$ cat config.mk
export PLATFORM = sky130hd
export DESIGN_NAME = buffer_fifo
export DESIGN_NICKNAME = d
export VERILOG_FILES = /design/src/rtl/buffer_pkg.sv /design/src/rtl/buffer_fifo_mem.sv /design/src/rtl/buffer_fifo.sv
export SDC_FILE = /design/constraint.sdc
export NUM_CORES = 1
export LEC_CHECK = 0
export ABC_AREA = 0
export BUFFER_PORTS_ARGS = -buffer_cell sky130_fd_sc_hd__buf_4
export CORE_MARGIN = 2
export CORE_UTILIZATION = 52
export CTS_BUF_LIST = sky130_fd_sc_hd__clkbuf_16
export DETAILED_ROUTE_END_ITERATION = 7
export GPL_TIMING_DRIVEN = 1
export PLACE_DENSITY = 0.86
export SLEW_MARGIN = 10
export SYNTH_ARGS = -nofsm -noshare
export SYNTH_HDL_FRONTEND = slang
export SYNTH_HIERARCHICAL = 1
export SYNTH_SLANG_ARGS = --single-unit
$ cat constraint.sdc
create_clock -name clk_i -period 2.04 [get_ports clk_i]
set_clock_uncertainty 0.05 [all_clocks]
set_input_delay 0.408 -clock clk_i [delete_from_list [all_inputs] [get_ports clk_i]]
set_output_delay 0.408 -clock clk_i [all_outputs]
set_load 0.02 [all_outputs]
$ cat src/rtl/buffer_pkg.sv
// ----------------------------------------------------------------------------
// buffer_pkg
//   Shared helpers for the buffer_fifo block.
//   - addr_w(depth) : pointer width for a FIFO of 'depth' entries
//   - lvl_w(depth)  : occupancy counter width (holds 0..depth inclusive)
//   - ptr_inc(p, d) : increment a pointer, wrapping d-1 -> 0
//   Used by buffer_fifo (optional feature macro: BUFFER_FIFO_ERR_EN) and
//   buffer_fifo_mem.
// ----------------------------------------------------------------------------
package buffer_pkg;

  function automatic int addr_w(input int depth);
    return $clog2(depth);
  endfunction

  function automatic int lvl_w(input int depth);
    return $clog2(depth + 1);
  endfunction

  // Explicit compare-and-wrap so the helper also works for depths that are
  // not a power of two.
  function automatic int unsigned ptr_inc(input int unsigned ptr,
                                          input int unsigned depth);
    return (ptr >= depth - 1) ? 32'd0 : ptr + 32'd1;
  endfunction

endpackage : buffer_pkg

$ cat src/rtl/buffer_fifo_mem.sv
// ----------------------------------------------------------------------------
// buffer_fifo_mem
//   Depth x Width register file used as FIFO storage.
//   Asynchronous active-low clear, one synchronous write port, one
//   combinational read port (first-word-fall-through needs the head entry
//   visible in the same cycle the read pointer points at it).
// Ports
//   clk_i    in   clock, rising edge
//   rst_ni   in   asynchronous active-low clear of all entries
//   we_i     in   write enable
//   waddr_i  in   write address
//   wdata_i  in   write data
//   raddr_i  in   read address
//   rdata_o  out  read data, combinational from storage
// ----------------------------------------------------------------------------
module buffer_fifo_mem
  import buffer_pkg::*;
#(
  parameter int Width = 8,
  parameter int Depth = 4
) (
  input  logic                       clk_i,
  input  logic                       rst_ni,
  input  logic                       we_i,
  input  logic [addr_w(Depth)-1:0]   waddr_i,
  input  logic [Width-1:0]           wdata_i,
  input  logic [addr_w(Depth)-1:0]   raddr_i,
  output logic [Width-1:0]           rdata_o
);

  localparam int AddrW = addr_w(Depth);

  logic [Width-1:0] mem_q [Depth];
  logic [Width-1:0] mem_d [Depth];

  always_comb begin
    for (int i = 0; i < Depth; i++) begin
      mem_d[i] = mem_q[i];
      if (we_i && (waddr_i == AddrW'(i))) begin
        mem_d[i] = wdata_i;
      end
    end
  end

  always_ff @(posedge clk_i or negedge rst_ni) begin
    if (!rst_ni) begin
      for (int i = 0; i < Depth; i++) begin
        mem_q[i] <= '0;
      end
    end else begin
      for (int i = 0; i < Depth; i++) begin
        mem_q[i] <= mem_d[i];
      end
    end
  end

  assign rdata_o = mem_q[raddr_i];

endmodule : buffer_fifo_mem

$ cat src/rtl/buffer_fifo.sv
// ----------------------------------------------------------------------------
// buffer_fifo
//   Synchronous first-word-fall-through FIFO, Depth entries x Width bits,
//   valid/ready handshake on both sides. Absorbs backpressure between a
//   producer and a consumer in the same clock domain.
// Parameters
//   Width         data width (>= 1)
//   Depth         entries (power of two, >= 2)
//   AlmostFullTh  afull_o asserts when level_o >= AlmostFullTh
// Ports
//   clk_i     in   clock, rising edge
//   rst_ni    in   asynchronous active-low reset
//   d_i       in   write data
//   wvalid_i  in   write request
//   wready_o  out  space available (not full)
//   q_o       out  head data, valid while rvalid_o = 1
//   rvalid_o  out  FIFO non-empty
//   rready_i  in   consumer accepts head
//   level_o   out  occupancy 0..Depth
//   afull_o   out  level_o >= AlmostFullTh
//   ovf_o     out  sticky overflow   (only with BUFFER_FIFO_ERR_EN)
//   udf_o     out  sticky underflow  (only with BUFFER_FIFO_ERR_EN)
// Optional feature macro: BUFFER_FIFO_ERR_EN
// ----------------------------------------------------------------------------
module buffer_fifo
  import buffer_pkg::*;
#(
  parameter int Width        = 8,
  parameter int Depth        = 4,
  parameter int AlmostFullTh = 3
) (
  input  logic                      clk_i,
  input  logic                      rst_ni,
  input  logic [Width-1:0]          d_i,
  input  logic                      wvalid_i,
  output logic                      wready_o,
  output logic [Width-1:0]          q_o,
  output logic                      rvalid_o,
  input  logic                      rready_i,
  output logic [lvl_w(Depth)-1:0]   level_o,
  output logic                      afull_o
`ifdef BUFFER_FIFO_ERR_EN
  ,
  output logic                      ovf_o,
  output logic                      udf_o
`endif
);

  localparam int AddrW = addr_w(Depth);
  localparam int LvlW  = lvl_w(Depth);

  localparam logic [LvlW-1:0] LvlFull  = LvlW'(Depth);
  localparam logic [LvlW-1:0] LvlAfull = LvlW'(AlmostFullTh);

  logic [AddrW-1:0] wr_ptr_q, wr_ptr_d;
  logic [AddrW-1:0] rd_ptr_q, rd_ptr_d;
  logic [LvlW-1:0]  level_q,  level_d;
  // Last value handed to the consumer; shown on q_o while empty so the
  // output does not wander to stale storage after the final pop.
  logic [Width-1:0] hold_q,   hold_d;

  logic             push;
  logic             pop;
  logic [Width-1:0] rd_data;

  // Handshake status is decoded purely from registered occupancy.
  assign wready_o = (level_q != LvlFull);
  assign rvalid_o = (level_q != '0);
  assign afull_o  = (level_q >= LvlAfull);
  assign level_o  = level_q;

  assign push = wvalid_i & wready_o;
  assign pop  = rvalid_o & rready_i;

  buffer_fifo_mem #(
    .Width (Width),
    .Depth (Depth)
  ) u_mem (
    .clk_i   (clk_i),
    .rst_ni  (rst_ni),
    .we_i    (push),
    .waddr_i (wr_ptr_q),
    .wdata_i (d_i),
    .raddr_i (rd_ptr_q),
    .rdata_o (rd_data)
  );

  // A push into an empty FIFO lands in storage at the edge, so it reaches
  // q_o only together with rvalid_o in the following cycle.
  assign q_o = rvalid_o ? rd_data : hold_q;

  always_comb begin
    wr_ptr_d = wr_ptr_q;
    rd_ptr_d = rd_ptr_q;
    level_d  = level_q;
    hold_d   = hold_q;

    if (push) begin
      wr_ptr_d = AddrW'(ptr_inc(32'(wr_ptr_q), Depth));
    end
    if (pop) begin
      rd_ptr_d = AddrW'(ptr_inc(32'(rd_ptr_q), Depth));
      hold_d   = rd_data;
    end

    unique case ({push, pop})
      2'b10:   level_d = level_q + LvlW'(1);
      2'b01:   level_d = level_q - LvlW'(1);
      default: level_d = level_q;
    endcase
  end

  always_ff @(posedge clk_i or negedge rst_ni) begin
    if (!rst_ni) begin
      wr_ptr_q <= '0;
      rd_ptr_q <= '0;
      level_q  <= '0;
      hold_q   <= '0;
    end else begin
      wr_ptr_q <= wr_ptr_d;
      rd_ptr_q <= rd_ptr_d;
      level_q  <= level_d;
      hold_q   <= hold_d;
    end
  end

`ifdef BUFFER_FIFO_ERR_EN
  logic ovf_q, ovf_d;
  logic udf_q, udf_d;

  // Sticky: once an illegal request is seen the flag stays up until reset.
  always_comb begin
    ovf_d = ovf_q | (wvalid_i & ~wready_o);
    udf_d = udf_q | (rready_i & ~rvalid_o);
  end

  always_ff @(posedge clk_i or negedge rst_ni) begin
    if (!rst_ni) begin
      ovf_q <= 1'b0;
      udf_q <= 1'b0;
    end else begin
      ovf_q <= ovf_d;
      udf_q <= udf_d;
    end
  end

  assign ovf_o = ovf_q;
  assign udf_o = udf_q;
`endif

endmodule : buffer_fifo
======== Yosys cells after proc, flatten, opt, wreduce, memory -nomap -nowiden ========
Index checks and enable logic that the tools add are counted.
word-level totals
  register bits ........................... 47
  latch bits .............................. 0
  memory bits (writable) .................. 0
  ROM bits ................................ 0
  input port bits ......................... 12
  logic and storage cells ................. 39
  memories kept ........................... 0
cells by class
  add/sub/neg operators ................... 4
  $mul .................................... 0
  div/mod/pow operators ................... 0
  $lt $le $gt $ge ......................... 4
  equality and inequality tests ........... 6
  shifts and indexed selects .............. 0
  muxes and demuxes ....................... 7
  bitwise operators ....................... 3
  reduce and logical (&&, ||, !) cells .... 7
operator list
  kind                 count
  $mux 8               3
  $bmux 8 s2           1
  $eq 2x2->1 const B   3
  $pmux 3 s2           1
  $add 2x1->2 const B  2
  $eq 2x1->1 const B   2
  $ge 2x2->1 const B   2
  $logic_and 1x1->1    4
  $mux 2               2
  $add 3x1->3 const B  1
  $ge 3x2->1 const B   1
  $ge 3x3->1 const B   1
  $ne 3x3->1 const B   1
  $not 2->3            1
  $reduce_bool 3->1    1
  $sub 3x1->3 const B  1
  $and 1x1->1          2
  $logic_not 2->1      1
  $reduce_bool 2->1    1

======== Longest topological paths before layout ========
  word-level depth ........................ 5
  depth in mapped cells ................... 11
  gate-level depth less buffers ........... 10

======== Modules after synthesis ========
Netlist, hierarchy kept.
by module, submodules not included
  module           times used  cells each  area each (um2)  sequential area each (um2)
  buffer_fifo_mem  1           78          1401.3           800.8
  buffer_fifo      1           74          834.6            375.4

======== Worst setup path after synthesis ========
OpenSTA, ideal clock, no wires.
  path type ............................... register -> register
  start ................................... reg level_q[2] (netlist: level_o[2])
  end ..................................... reg level_q[2] (netlist: level_o[2])
  library setup time ...................... 0.080 ns
  arrival ................................. 2.150 ns
  path slack .............................. -0.240 ns
  stages on the path, launching flop included .. 9
  cell sequence ........................... dfrtp_1 or3b_1 nand2_2 ha_1 inv_1 fa_1 xor2_1 nor2_1 xor2_1
between the ends
  longest elaborated chain between the ends .. 4
  elaborated cells between the ends (all ways) .. 10
  those cells by class .................... add/sub (2); eq/ne (3); mux (1); bitwise (2); reduce/logical (2)
ends and longest elaborated chain
  item                                             RTL line            RTL
  start: declaration                               buffer_fifo.sv:57   logic [LvlW-1:0] level_q, level_d;
  start signal: assignment                         buffer_fifo.sv:122  level_q <= level_d;
  $ne 3x3->1 *                                     buffer_fifo.sv:67   assign wready_o = (level_q != LvlFull);
  via wready_o                                     buffer_fifo.sv:36   output logic wready_o,
  $and 1x1->1 *                                    buffer_fifo.sv:72   assign push = wvalid_i & wready_o;
  $eq 2x1->1 or $eq 2x2->1 (tied branches)         buffer_fifo.sv:106  unique case ({push, pop})
  $pmux 3 s2 or $reduce_bool 2->1 (tied branches)  -
Mark *: on every way through the listed nets, which the timed path passes. The rest lies on a longest branch.
A chain may end at the register's enable or synchronous reset.

======== Worst setup path after layout ========
  start ................................... reg rd_ptr_q[0]
  end ..................................... out q_o[4]
between the ends
  longest elaborated chain between the ends .. 5
ends and longest elaborated chain
  item                                       RTL line               RTL
  start: declaration                         buffer_fifo.sv:56      logic [AddrW-1:0] rd_ptr_q, rd_ptr_d;
  start signal: assignment                   buffer_fifo.sv:121     rd_ptr_q <= rd_ptr_d;
  $not 2->3 (not written as such)            buffer_fifo_mem.sv:57  assign rdata_o = mem_q[raddr_i];
  $bmux 8 s2                                 buffer_fifo_mem.sv:57
  $mux 8 (not written as such) (2 in a row)  buffer_fifo_mem.sv:57
  via rd_data[4]                             buffer_fifo.sv:64      logic [Width-1:0] rd_data;
  $mux 8                                     buffer_fifo.sv:90      assign q_o = rvalid_o ? rd_data : hold_q;
  end: declaration                           buffer_fifo.sv:37      output logic [Width-1:0] q_o,
The timed path passes the listed nets, and every way through them passes these cells. The select of a mux whose other input is x is not followed.

==> metrics.csv <==
stage;metric;value;unit
synth;synth_compound_area_share;0.336;%
outcome;violations;setup timing;
synth;synth_area_leaders;dfrtp_1 53%, mux2_2 18%, mux4_2 8.1%;
global_route;grt_usage;19.9;%
place;place_hpwl;3180;microns
timing;fmaxAchievable;0.469;GHz
setup_path;critPathArrivalTime;1670;ps
clock_tree;clockRootBuffer;clkbuf_16;
synth;synth_top_area_share;52.6;%
floorplanning;start_util;55.1;%
power;ir_drop;0.761;mV
layout;drive_above_1_share;58.5;%
clock_tree;cts_hold_buf;0;
synth;seq_area_frac_synth;52.6;%
drt;via_count;1344;
floorplanning;die_w;69.6;microns
setup_path;path_buf_inv;2;
timing;finalHoldViolations;0;
timing;rsz0062_at_grt;true;
synth;synth_xor_area_share;1.18;%
layout;mostFrequentLayoutCell;dfrtp_1;
timing;max-slew-margin-rel;60.3;%
clock_tree;cts_tree;done;
worst_hold_path;holdCritPathClass;in2async;
clock_tree;clock_path_buffers;2;
place;dp.cells;232;
power;p_per_area;1960;nW/um^2
setup_path;crit_top_cell;nand2_1;
floorplanning;fp-row-count;23;
run;drv_cap;0;
setup_path;cp-end-kind;primary output;
setup_path;cpLargestDelayFamily;multiplexers;
synth;yosys.area_share.simple;8.73;%
synth;synth_top_family_by_area;multiplexers;
floorplanning;die_y;69.6;microns
drt;highest_layer;met4;
floorplanning;core-area;4060;sq um
synth;yosys.area.top_type;dfrtp_1;
clock_tree;cts.reportedPaths.clkPinSlew;60;ps
place;io_buffers;25;
setup_path;reg2reg_slack;70;ps
timing;finalCritPeriodShare;104;%
synth;muxShareOfSynthArea;32.2;%
drt;dr_wl_met3;152;microns
setup_path;critPathKind;reg2out;
layout;num_antenna_cells;0;
drt;drc;0;
clock_tree;htree_levels;2;
global_route;grt_pass1_wl;7280;microns
clock_tree;clock_latency;290;ps
timing;hold_ws;73.1;ps
drt;wl_met1;1900;microns
layout;syn_to_final_growth;23.7;%
timing;setup_violations;8;
drt;wl_per_cell;18.1;microns
power;cellLeakagePower;1.28;nW
layout;final_cell_area;2770;sq um
drt;routed_wl;4390;microns
synth;synth.distinct_cells;24;
setup_path;rr_startpoint;level_o[1];
drt;vias_per_cell;5.53;
drt;drt_iter0_drc;93;
layout;layout_common_cells;44 x dfrtp_1, 35 x mux2_2, 27 x buf_4;
setup_path;critPathMaxStageDelay;540;ps
synth;synth_warnings;6;
drt;first_pass_iters;4;
place;post_dp_cell_area;2570;sq um
synth;syn_area_per_cell;14.7;sq um
timing;worst_slew_pin_slew;595;ps
setup_path;crit_start;rd_ptr_q[0];
synth;syn_inst;152;
synth;synth_fp_nets;168;
outcome;status;finished with violations;
layout;finalNonFillerCells;243;
global_route;grt_pass1_vias;1457;
place;place_congestion;0.763;
global_route;grt_max_degree;48;
global_route;antenna_found_initial;0;
clock_tree;cts.sinks;47;
setup_path;start_kind;register;
global_route;overflow;0;
floorplanning;ios;26;
timing;setup_ws;-91.0;ps
layout;nets;208;
clock_tree;numCtsBuffers;5;
setup_path;crit_chain;buf_12 -> mux4_2 -> nand2_1 -> nand2_1 -> buf_6;
timing;period_needed;2130;ps
timing;maxSlewViolCount;0;
synth;synth_area;2240;sq um
setup_path;crit_slowest_cell;mux4_2;
setup_path;worstPathMaxFanout;6;
floorplanning;die_area;4840;sq um
drt;met2_length;2230;microns
synth;ys_seq_elements;47;
synth;synth_fa_ha_area_share;2.57;%
setup_path;required;1580;ps
drt;antenna_left;0;
[path summary, 6_finish.rpt]
kind,end,cells past startpoint
min in group clk_i,u_mem/mem_q[30],2
worst min-delay path,u_mem/mem_q[6],1
max in group asynchronous,level_o[0],1
worst max register to register,level_o[2],8
worst min register to register,u_mem/mem_q[13],1
worst max-delay path,q_o[4],5
[repair_timing]
action / in CTS / in global routing
endpoints found under the setup margin: 8 / 9
hold endpoints to repair: 0 / 0
setup buffers: 1 / 2
pin swaps: 0 / 11
gates resized for setup: 5 / 4
[metrics by stage]
step,power [mW],worst slack [ps],utilization (%),setup TNS [ps]
2_1_floorplan,3.54,-69.2,-,-120
6_report,5.42,-91.0,68.2,-509
3_3_place_gp,4.29,90.8,63.4,0
4_1_cts,5.39,-89.0,67.5,-517
3_5_place_dp,4.49,24.3,63.4,0
5_1_grt,5.71,-141,68.2,-1020
[area by class of cell]
type | count | area, sq um
fillers | 269 | 1290
flip-flops and latches | 47 | 1180
multi-input cells | 96 | 1030
repair buffers | 36 | 322
clock buffers | 5 | 125
well taps | 50 | 62.6
inverters | 6 | 27.5
clock inverters | 3 | 16.3
[kinds of logic (layout without fill, tap and decap cells)]
kind of cell / count (synthesis) / after routing
AO/OA/AOI/OAI: 1 / 1
XOR/XNOR: 3 / 3
adder cells (fa/ha/maj): 4 / 4
buffers and inverters: 9 / 50
flip-flops: 47 / 47
multiplexers: 53 / 53
AND/OR/NAND/NOR: 35 / 35
[worst register-to-register path, delay by kind of cell (launching register included)]
family | cells | cell delay (ps)
simple gates | 3 | 630
fa+ha+maj | 2 | 460
flops | 1 | 400
xor+xnor | 2 | 310
buf+inv | 1 | 40
[cell usage after synthesis]
cell type,instances
a21o_1,1
buf_1,1
buf_12,1
buf_2,1
dfrtp_1,47
fa_1,1
ha_1,3
inv_1,5
inv_4,1
mux2_2,35
mux2_4,9
mux2i_1,1
mux4_2,8
nand2_1,24
nand2_2,1
nand2_4,1
nand3_2,1
nand3b_2,2
nor2_1,3
nor3_4,1
nor3b_4,1
or3b_1,1
xnor2_1,1
xor2_1,2
[registers in the layout (all words and copies together), names as in the netlist]
signal / cells
rd_ptr_q: 2
u_mem/mem_q: 32
wr_ptr_q: 2
level_o: 3
hold_q: 8
[layer usage]
metal | up-vias | GRT usage (%)
li1 | 615 | -
met1 | 689 | 24.6
met2 | 30 | 32.6
met3 | 10 | 4.94
met4 | 0 | 9.59
met5 | - | 0
[power by group]
group	switching, mW	internal, mW
Clock	0.336	0.447
Combinational	1.26	1.61
Sequential	0.336	1.43
Total	1.93	3.48
(Power assumes the default switching activity.)
